`src/rtl/xm_mem_pkg.sv`:
```
// Shared types and helpers for the xm_mem_unit memory access unit.
package xm_mem_pkg;

  typedef enum logic [1:0] {
    IDLE   = 2'd0,
    ACCESS = 2'd1,
    RESP   = 2'd2
  } state_t;

  typedef enum logic [1:0] {
    ERR_NONE    = 2'd0,
    ERR_ALIGN   = 2'd1,
    ERR_TIMEOUT = 2'd2
  } err_t;

  localparam int MAX_LANES = 16;

  // One-hot lane for byte accesses, all active lanes for word accesses.
  function automatic logic [MAX_LANES-1:0] byte_enables(input logic [3:0] offset,
                                                        input logic       byte_op,
                                                        input int         lanes);
    logic [MAX_LANES-1:0] all_lanes;
    all_lanes = (MAX_LANES'(1) << lanes) - MAX_LANES'(1);
    return byte_op ? (MAX_LANES'(1) << offset) : all_lanes;
  endfunction

endpackage

```
`src/rtl/xm_byte_lane_align.sv`:
```
// Combinational byte-lane steering: store-data replication and load-lane
// extraction with sign or zero extension.
module xm_byte_lane_align #(
  parameter int WORD = 16
) (
  input  logic [WORD-1:0]               wdata,
  input  logic                          byte_op,
  input  logic                          sign_ext,
  input  logic [$clog2(WORD/8)-1:0]     offset,
  input  logic [WORD-1:0]               rdata_bus,
  output logic [WORD-1:0]               wdata_rep,
  output logic [WORD-1:0]               rdata_ext
);

  localparam int LANES = WORD / 8;

  logic        [7:0]      lane;
  logic signed [7:0]      lane_s;
  logic signed [WORD-1:0] lane_sx;
  logic        [WORD-1:0] lane_zx;

  assign wdata_rep = byte_op ? {LANES{wdata[7:0]}} : wdata;

  assign lane    = rdata_bus[{offset, 3'b000} +: 8];
  assign lane_s  = lane;
  assign lane_sx = WORD'(lane_s);
  assign lane_zx = {{(WORD-8){1'b0}}, lane};

  assign rdata_ext = !byte_op ? rdata_bus :
                     sign_ext ? lane_sx   : lane_zx;

endmodule

```
`src/rtl/xm_mem_unit.sv`:
```
// Memory access unit: one load/store/fetch per request over a req/ack bus.
// Define XM_MEM_RETRY_EN to reissue a timed-out request once before erroring.
module xm_mem_unit
  import xm_mem_pkg::*;
#(
  parameter  int WORD    = 16,
  parameter  int TIMEOUT = 15,
  localparam int LANES   = WORD / 8,
  localparam int LB      = $clog2(LANES)
) (
  input  logic             clk_i,
  input  logic             rstn_i,
  input  logic             start_i,
  input  logic             wr_i,
  input  logic             byteOp_i,
  input  logic             fetch_i,
  input  logic             signExt_i,
  input  logic             abort_i,
  input  logic [WORD-1:0]  addr_i,
  input  logic [WORD-1:0]  wdata_i,
  output logic             busy_o,
  output logic             done_o,
  output logic             err_o,
  output logic [1:0]       errCode_o,
  output logic [WORD-1:0]  rdata_o,
  output logic [WORD-1:0]  ir_o,
  output logic             memReq_o,
  output logic             memWe_o,
  output logic [LANES-1:0] memBe_o,
  output logic [WORD-LB-1:0] memAddr_o,
  output logic [WORD-1:0]  memWdata_o,
  input  logic [WORD-1:0]  memRdata_i,
  input  logic             memAck_i
);

  localparam int            CW      = $clog2(TIMEOUT + 1);
  localparam logic [CW-1:0] TO_LAST = CW'(TIMEOUT - 1);

  state_t               state;
  logic [CW-1:0]        cnt;
  logic [WORD-1:0]      addr_q;
  logic [WORD-1:0]      wdata_q;
  logic                 byte_q;
  logic                 sext_q;
  logic                 fetch_q;
  logic                 we_q;
  logic                 misaligned;
  logic [MAX_LANES-1:0] be_next;
  logic [WORD-1:0]      rdata_ext;
`ifdef XM_MEM_RETRY_EN
  logic                 retried_q;
`endif

  // A fetch is always a word read, so its store/byte/sign controls are masked.
  assign misaligned = (fetch_i || !byteOp_i) && (addr_i[LB-1:0] != '0);
  assign be_next    = byte_enables(4'(addr_i[LB-1:0]), byteOp_i && !fetch_i, LANES);
  assign memAddr_o  = addr_q[WORD-1:LB];
  assign memWe_o    = we_q;

  xm_byte_lane_align #(.WORD(WORD)) u_align (
    .wdata     (wdata_q),
    .byte_op   (byte_q),
    .sign_ext  (sext_q),
    .offset    (addr_q[LB-1:0]),
    .rdata_bus (memRdata_i),
    .wdata_rep (memWdata_o),
    .rdata_ext (rdata_ext)
  );

  always_ff @(posedge clk_i) begin
    if (!rstn_i) begin
      state     <= IDLE;
      cnt       <= '0;
      addr_q    <= '0;
      wdata_q   <= '0;
      byte_q    <= 1'b0;
      sext_q    <= 1'b0;
      fetch_q   <= 1'b0;
      we_q      <= 1'b0;
      busy_o    <= 1'b0;
      done_o    <= 1'b0;
      err_o     <= 1'b0;
      errCode_o <= ERR_NONE;
      rdata_o   <= '0;
      ir_o      <= '0;
      memReq_o  <= 1'b0;
      memBe_o   <= '0;
`ifdef XM_MEM_RETRY_EN
      retried_q <= 1'b0;
`endif
    end else begin
      done_o <= 1'b0;
      err_o  <= 1'b0;
      unique case (state)
        IDLE: begin
          if (start_i) begin
            addr_q  <= addr_i;
            wdata_q <= wdata_i;
            fetch_q <= fetch_i;
            we_q    <= wr_i && !fetch_i;
            byte_q  <= byteOp_i && !fetch_i;
            sext_q  <= signExt_i && !fetch_i;
            memBe_o <= be_next[LANES-1:0];
            cnt     <= '0;
            busy_o  <= 1'b1;
`ifdef XM_MEM_RETRY_EN
            retried_q <= 1'b0;
`endif
            if (misaligned) begin
              state     <= RESP;
              done_o    <= 1'b1;
              err_o     <= 1'b1;
              errCode_o <= ERR_ALIGN;
            end else begin
              state    <= ACCESS;
              memReq_o <= 1'b1;
            end
          end
        end
        ACCESS: begin
`ifdef XM_MEM_RETRY_EN
          // Request low inside ACCESS is the one-cycle gap before the reissue.
          if (!memReq_o) begin
            if (abort_i) begin
              state  <= IDLE;
              busy_o <= 1'b0;
            end else begin
              memReq_o <= 1'b1;
            end
          end else
`endif
          if (memAck_i) begin
            if (fetch_q)
              ir_o <= memRdata_i;
            else if (!we_q)
              rdata_o <= rdata_ext;
            memReq_o  <= 1'b0;
            state     <= RESP;
            done_o    <= 1'b1;
            errCode_o <= ERR_NONE;
          end else if (abort_i) begin
            memReq_o <= 1'b0;
            state    <= IDLE;
            busy_o   <= 1'b0;
          end else if (cnt == TO_LAST) begin
`ifdef XM_MEM_RETRY_EN
            if (!retried_q) begin
              retried_q <= 1'b1;
              cnt       <= '0;
              memReq_o  <= 1'b0;
            end else
`endif
            begin
              memReq_o  <= 1'b0;
              state     <= RESP;
              done_o    <= 1'b1;
              err_o     <= 1'b1;
              errCode_o <= ERR_TIMEOUT;
            end
          end else begin
            cnt <= cnt + 1'b1;
          end
        end
        RESP: begin
          state  <= IDLE;
          busy_o <= 1'b0;
        end
        default: begin
          state  <= IDLE;
          busy_o <= 1'b0;
        end
      endcase
    end
  end

endmodule
```
`config.mk`:
```
export PLATFORM = sky130hd
export DESIGN_NAME = xm_mem_unit
export DESIGN_NICKNAME = d
export VERILOG_FILES = /design/src/rtl/xm_mem_pkg.sv /design/src/rtl/xm_byte_lane_align.sv /design/src/rtl/xm_mem_unit.sv
export SDC_FILE = /design/constraint.sdc
export NUM_CORES = 1
export LEC_CHECK = 0
export CAP_MARGIN = 25
export CORE_ASPECT_RATIO = 0.6
export CORE_MARGIN = 10
export CORE_UTILIZATION = 40
export CTS_CLUSTER_SIZE = 28
export DETAILED_ROUTE_END_ITERATION = 16
export GPL_TIMING_DRIVEN = 0
export PLACE_DENSITY = 0.74
export REMOVE_ABC_BUFFERS = 1
export SETUP_SLACK_MARGIN = 0.4
export SYNTH_ARGS = -nofsm -noshare
export SYNTH_HDL_FRONTEND = slang
export SYNTH_SLANG_ARGS = --single-unit
export TNS_END_PERCENT = 50
```
`constraint.sdc`:
```
create_clock -name clk_i -period 2.6 [get_ports clk_i]
set_input_delay 0.52 -clock clk_i [delete_from_list [all_inputs] [get_ports clk_i]]
set_output_delay 0.52 -clock clk_i [all_outputs]
set_load 0.02 [all_outputs]
```
==> results.txt, run 1 <==
# IOs = 129
Synth Area in XOR/XNOR = 0%
H-tree Lvls = 3
Initial antenna violation count = 0
WP data arrival = 2460 ps
Pwr dens = 620 mW/mm2
Site Rows = 25
Synth top area cells = dfxtp_1 49%, nand2_1 13%, a21oi_1 10%
Comb pwr share = 15.7%
Sw Pwr = 771 uW
Clk pwr share = 39.9%
Design Area, Final = 0.00493 mm2
Peak supply drop = 0.324 mV
Die ar. = 0.0125 mm2
Yosys warns = 0
Synthesized flop and latch total = 82
Largest family of logic cells by synthesized area = simple AND/OR/NAND/NOR gates
Routed len/inst = 17.4 um
Mapped cell area = 0.00334 mm2
M3 GR Usage = 7.62%
Top-count cell post-synth = nand2_1
Post-synthesis simple-gate area fraction = 22.6%
Antenna viol nets, final = 0
Crit start category = input port
Total CTS buffers = 9
Cts hold-fix bufs = 0
Vias per cell = 5.21
Via count = 3214
MaxCap Viol Count = 0
Clock Root Buffer = clkbuf_16
Crit path max fanout = 48
Worst Tran Pin Value = 839 ps
Drt drc = 0
Die height = 90.8 um
TNS Setup = 0 ps
Clock-pin transition on the worst setup and hold timing paths = 60 ps
DRT Pass-1 Iters = 4
Max Clk Rate = 454 MHz
Critical path capture point type = flip-flop
Syn avg cell area = 8.40 um2
GR peak layer = met2
Congestion Overflow GR = 0
GR met2 Demand/Resource = 26.0%
Switching part of the total = 25.2%
Status = finished clean
Vias in the first global route = 3249
Final nets = 563
Tmin final = 2200 ps
Post-synthesis adder-cell area fraction = 0.749%
Final hold violations = 0
Ant diodes = 0
First-pass GRT wire length = 17.2 mm
Critical path type = input port to flip-flop
Commonest cells in the netlist = 117 x nand2_1, 82 x dfxtp_1, 67 x a21oi_1
Clk_lat worst skew = 330 ps
Final Worst Setup Slack = 399 ps
Critical Path RT = 2860 ps
I/O Buffers = 128
Post-synthesis mux area share = 3.29%
Final WL = 10.7 mm
Syn Inst Count = 398
Area post-placement = 0.00462 mm2
Worst hold slack = 450 ps
Max-slew headroom = 44.1%
Reg power frac = 44.4%
Synth Flop Type = dfxtp_1
Post-synthesis compound-gate area fraction = 18.1%
Hold Path Class = flip-flop to flip-flop
Drt initial violations = 245
Initial Util = 41.7%
Tcrit/Tclk final = 84.6%
Pre-CTS setup slack = -169 ps
Clock Path Buffers = 2
Sequential area share after synthesis = 49.1%
Clock skew = 5.12 ps
Number of flops mapped to enable cells by yosys = 0
Cell internal pwr = 2280 uW
Syn-to-layout area delta = 47.4%
GRT Total Usage = 16.6%
HPWL after DPL = 7.76 mm
Leakage = 0.00182 uW
Final Slew Violations = 0
Largest net degree at the start of global routing = 49
Met1 usage = 19.9%
Post-synth ARST share = 0%
Largest area contributor in the netlist = dfxtp_1
Synth top area share = 49.1%
RSZ-0062 raised after global routing = true
CTS tree = done
Synth cell types = 42
Core area = 0.00801 mm2
CTS sink cnt = 82
Fraction of layout cells with a size suffix above 1 = 9.23%
GPL Wtd Cong = 0.799
FILL cells = 718
Setup violations, final = 0
Overall die width = 138 um
[state kept, by name, summed over array words and instances, names as in the netlist]
name and count:
wdata_q 16, err_o 1, ir_o 16, memWe_o 1, addr_q 16, errCode_o 2
fetch_q 1, cnt 4, memReq_o 1, rdata_o 16, state 2, sext_q 1
busy_o 1, memBe_o 2, done_o 1, byte_q 1
[critical path, cell delays in order]
cell	delay, ps
dlygate4sd2_1	680
inv_2	350
buf_12	280
or4_1	530
o211ai_2	70
[final cells by class]
class                           count  area (um2)  area share (%)
Sequential cell                    82        1650            33.4
Multi-Input combinational cell    274        1510            30.5
Timing Repair Buffer              134        1350            27.3
Clock buffer                        9         225            4.57
Tap cell                          108         135            2.74
Clock inverter                      7        60.1            1.22
Inverter                            3        11.3           0.229
[power by group through the flow]
stage / combinational, uW / sequential (uW) / clock [uW]
CTS: 485 / 1360 / 1250
finish: 479 / 1360 / 1220
global placement: 460 / 1380 / 0
detailed placement: 480 / 1390 / 0
floorplan: 157 / 1430 / 0
global route: 519 / 1360 / 1310
[stage by stage]
stage	utilization [%]	instances	power, uW
floorplan	-	359	1590
global placement	57.0	595	1840
detailed placement	57.7	598	1870
CTS	61.5	617	3090
global route	61.5	617	3190
finish	61.5	617	3050
[cell families (layout without fill, tap and decap cells)]
kind of cell | after synthesis | count (layout)
buf+inv | 42 | 153
compound gates | 96 | 96
mux | 10 | 10
simple gates | 166 | 166
flops | 82 | 82
fa+ha+maj | 2 | 2
[per-layer routing]
layer | vias up | routed length, um
met5 | - | 0
met4 | 0 | 97
met3 | 9 | 867
met2 | 106 | 4910
met1 | 1523 | 4850
li1 | 1576 | -
[cell usage in the layout (no fill, tap or decap), drive strengths merged, types with 2 or more instances in the layout]
cell / synthesis / final
a21oi: 67 / 67
a311oi: 10 / 10
and4b: 2 / 2
buf: 18 / 6
clkbuf: 21 / 9
clkdlybuf4s50: 0 / 121
clkinv: 0 / 6
dfxtp: 82 / 82
dlygate4sd2: 0 / 7
ha: 2 / 2
inv: 3 / 3
mux2: 8 / 8
mux2i: 2 / 2
nand2: 117 / 117
nand2b: 3 / 3
nand3: 10 / 10
nand3b: 4 / 4
nand4b: 2 / 2
nor2: 5 / 5
nor2b: 11 / 11
nor3: 3 / 3
o211ai: 2 / 2
o21a: 2 / 2
o21ai: 2 / 2
o221a: 8 / 8
[path summary, 6_finish.rpt]
check                           depth (start not counted)          to  startpoint  slack [ps]
worst min-delay path                                    2      sext_q      sext_q         450
worst max-delay path                                    5      cnt[3]      rstn_i         400
worst max register to register                          3  rdata_o[8]     memWe_o         640
worst min register to register                          2      sext_q      sext_q         450
[repair_timing]
action,4_1_cts,5_1_grt
gates cloned,0,0
gates resized for setup,10,1
setup buffers,3,0
setup endpoints to repair,25,12
(Power assumes the default switching activity.)
==> inputs of run 2 (changes only) <==
CORE_UTILIZATION = 39   (was 40)
PLACE_DENSITY = 0.75   (was 0.74)
clock period = 1.8 ns   (was 2.6 ns; I/O delays follow)
==> results.txt, run 2 (same netlist as run 1, synthesis figures left out) <==
First-pass GRT wire length = 19.6 mm (was 17.2 mm)
CP endpoint = memWdata_o[14] (was cnt[3])
Max Clk Rate = 594 MHz
Clk_lat worst skew = 340 ps (was 330 ps)
Clock Root Buffer = clkbuf_16 (unchanged)
Initial antenna violation count = 0 (unchanged)
Worst hold slack = 452 ps (was 450 ps)
Syn-to-layout area delta = 67.9% (was 47.4%)
R2R depth = 5 (was 3)
Site Rows = 26 (was 25)
Core area = 0.00843 mm2 (was 0.00801 mm2)
Drt drc = 0 (unchanged)
WP data arrival = 1320 ps (was 2460 ps)
Max-slew headroom = 68.2% (was 44.1%)
GRT Total Usage = 18.9% (was 16.6%)
Routed len/inst = 19.6 um (was 17.4 um)
Critical Path RT = 1440 ps (was 2860 ps)
H-tree Lvls = 3 (unchanged)
Hold Path Class = flip-flop to flip-flop (unchanged)
Pwr dens = 852 mW/mm2 (was 620 mW/mm2)
Drt initial violations = 177 (was 245)
Largest stage delay, worst path = 390 ps (was 680 ps)
Crit start category = flip-flop (was input port)
Final nets = 595 (was 563)
Ant diodes = 0 (unchanged)
Clock Path Buffers = 2 (unchanged)
MaxCap Viol Count = 0 (unchanged)
Final WL = 12.8 mm (was 10.7 mm)
Fraction of layout cells with a size suffix above 1 = 18.3% (was 9.23%)
Worst Tran Pin Value = 476 ps (was 839 ps)
Vias in the first global route = 3499 (was 3249)
Tmin final = 1680 ps
Antenna viol nets, final = 0 (unchanged)
GPL Wtd Cong = 0.814 (was 0.799)
Commonest cells after routing, fill and taps aside = 116 x nand2_1, 77 x dfxtp_1, 66 x a21oi_1 (was 121 x clkdlybuf4s50_1, 117 x nand2_1, 81 x dfxtp_1)
Overall die width = 140 um (was 138 um)
Peak supply drop = 0.512 mV (was 0.324 mV)
Final Slew Violations = 0 (unchanged)
Setup violations, final = 0 (unchanged)
Largest net degree at the start of global routing = 54 (was 49)
RSZ-0062 raised after global routing = true (unchanged)
Status = finished clean (unchanged)
R2R Path End = rdata_o[8] (unchanged)
# IOs = 129 (unchanged)
Critical path's slowest cell = dfxtp_4 (was dlygate4sd2_1)
Die ar. = 0.0128 mm2 (was 0.0125 mm2)
Total CTS buffers = 9 (unchanged)
Tcrit/Tclk final = 93.6%
Clock skew = 6.23 ps (was 5.12 ps)
Crit path max-delay family = flip-flops (was buffers and inverters)
HPWL after DPL = 7.65 mm (was 7.76 mm)
Congestion Overflow GR = 0 (unchanged)
FF-to-FF Start = state[1] (was memWe_o)
Final hold violations = 0 (unchanged)
Clock-pin transition on the worst setup and hold timing paths = 60 ps (about the same)
Initial Util = 39.7% (was 41.7%)
Critical path origin = byte_q (was rstn_i)
FILL cells = 658 (was 718)
Most frequent CP cell = buf_6
Power, Total = 4780 uW (was 3050 uW)
Number of cells on the critical path = 3 (was 5)
Buffers & Inverters on Critical Path = 2 (was 3)
R2R Setup Slk = 280 ps (was 640 ps)
Critical path type = flip-flop to output pin (was input port to flip-flop)
CTS sink cnt = 82 (unchanged)
Vias per cell = 5.25 (was 5.21)
Leakage = 0.00314 uW (was 0.00182 uW)
CTS tree = done (unchanged)
Via count = 3429 (was 3214)
Most common cell after layout, fill and taps aside = nand2_1 (was clkdlybuf4s50_1)
Die height = 91.7 um (was 90.8 um)
Worst-path cell chain = buf_6 > mux2_4 > buf_6 (was dlygate4sd2_1 > inv_2 > buf_12 > or4_1 > o211ai_2)
I/O Buffers = 128 (unchanged)
Critical path capture point type = output pin (was flip-flop)
Crit path max fanout = 6 (was 48)
DRT Pass-1 Iters = 4 (unchanged)
[run 2: cell count changes in the layout (fill, tap and decap cells not counted), moves of 3 or more]
| cell | change |
|---|---|
| mux2_2 | -6 |
| clkdlybuf4s50_1 | -69 |
| buf_6 | +11 |
| dfxtp_1 | -4 |
| clkbuf_8 | +4 |
| dlymetal6s2s_1 | +63 |
| mux2_4 | +6 |
| or3b_4 | +3 |
| clkinv_2 | -6 |
| dlygate4sd2_1 | -4 |
| buf_4 | +18 |
[run 2: layout make-up]
| class | instances | area [um2] | share of cell area [%] |
|---|---|---|---|
| clock buffers | 15 | 288 | 5.13 |
| clock inverters | 1 | 30.0 | 0.535 |
| inverters | 3 | 11.3 | 0.201 |
| multi-input cells | 278 | 1640 | 29.2 |
| flip-flops and latches | 82 | 1660 | 29.5 |
| well taps | 112 | 140 | 2.50 |
| repair buffers | 162 | 1850 | 32.9 |
[run 2: worst min-delay path by stage]
stage	from	endpoint	slack, ps	depth (start not counted)
6_report	ir_o[13]	ir_o[13]	450	2
5_1_grt	ir_o[13]	ir_o[13]	470	2
4_1_cts	wdata_q[10]	wdata_q[10]	460	2
3_5_place_dp	wdata_q[10]	wdata_q[10]	450	2
3_3_place_gp	wdata_q[13]	wdata_q[13]	440	2
2_1_floorplan	sext_q	sext_q	430	2
[run 2: power breakdown]
part / switching, uW / internal, uW
clock network: 740 / 1230
registers: 58.3 / 1900
logic: 421 / 438
total: 1220 / 3570
[run 2: layer usage]
| metal | part of all wire (%) | wire length (um) | GRT usage (%) |
|---|---|---|---|
| met3 | 10 | 1300 | 8.70 |
| met4 | 1.1 | 140 | 4.97 |
| met5 | 0 | 0 | 0 |
| met1 | 42 | 5410 | 23.0 |
| met2 | 46 | 5930 | 29.9 |
[run 2: tightest hold or removal path, cell delays in order, from the launching register on]
cell     delay (ps)
dfxtp_1         300
nand2_1          50
a21oi_1          50
[run 2: what timing repair did]
action,in CTS,in global routing
gates cloned,7,0
hold buffers,0,0
pin swaps,12,0
setup buffers,27,2
gates resized for setup,99,66
setup endpoints to repair,153,139
[run 2: through the flow]
| step | TNS [ps] | instance area [um2] | setup WS (ps) | instances | util [%] |
|---|---|---|---|---|---|
| 6_report | 0 | 5610 | 115 | 653 | 66.6 |
| 5_1_grt | 0 | 5610 | 80.4 | 653 | 66.6 |
| 4_1_cts | 0 | 5430 | 102 | 651 | 64.4 |
| 3_5_place_dp | -38140 | 4610 | -663 | 601 | 54.7 |
| 3_3_place_gp | -102900 | 4570 | -1650 | 599 | 54.2 |
| 2_1_floorplan | -7050 | 3150 | -381 | 359 | - |
==> inputs of run 3 (changes only) <==
ABC_CLOCK_PERIOD_IN_PS = 1800   (was not set)
HOLD_SLACK_MARGIN = 0.05   (was not set)
==> results of run 3 <==
Same layout as run 2: the final DEF is identical, and so are final timing and power.
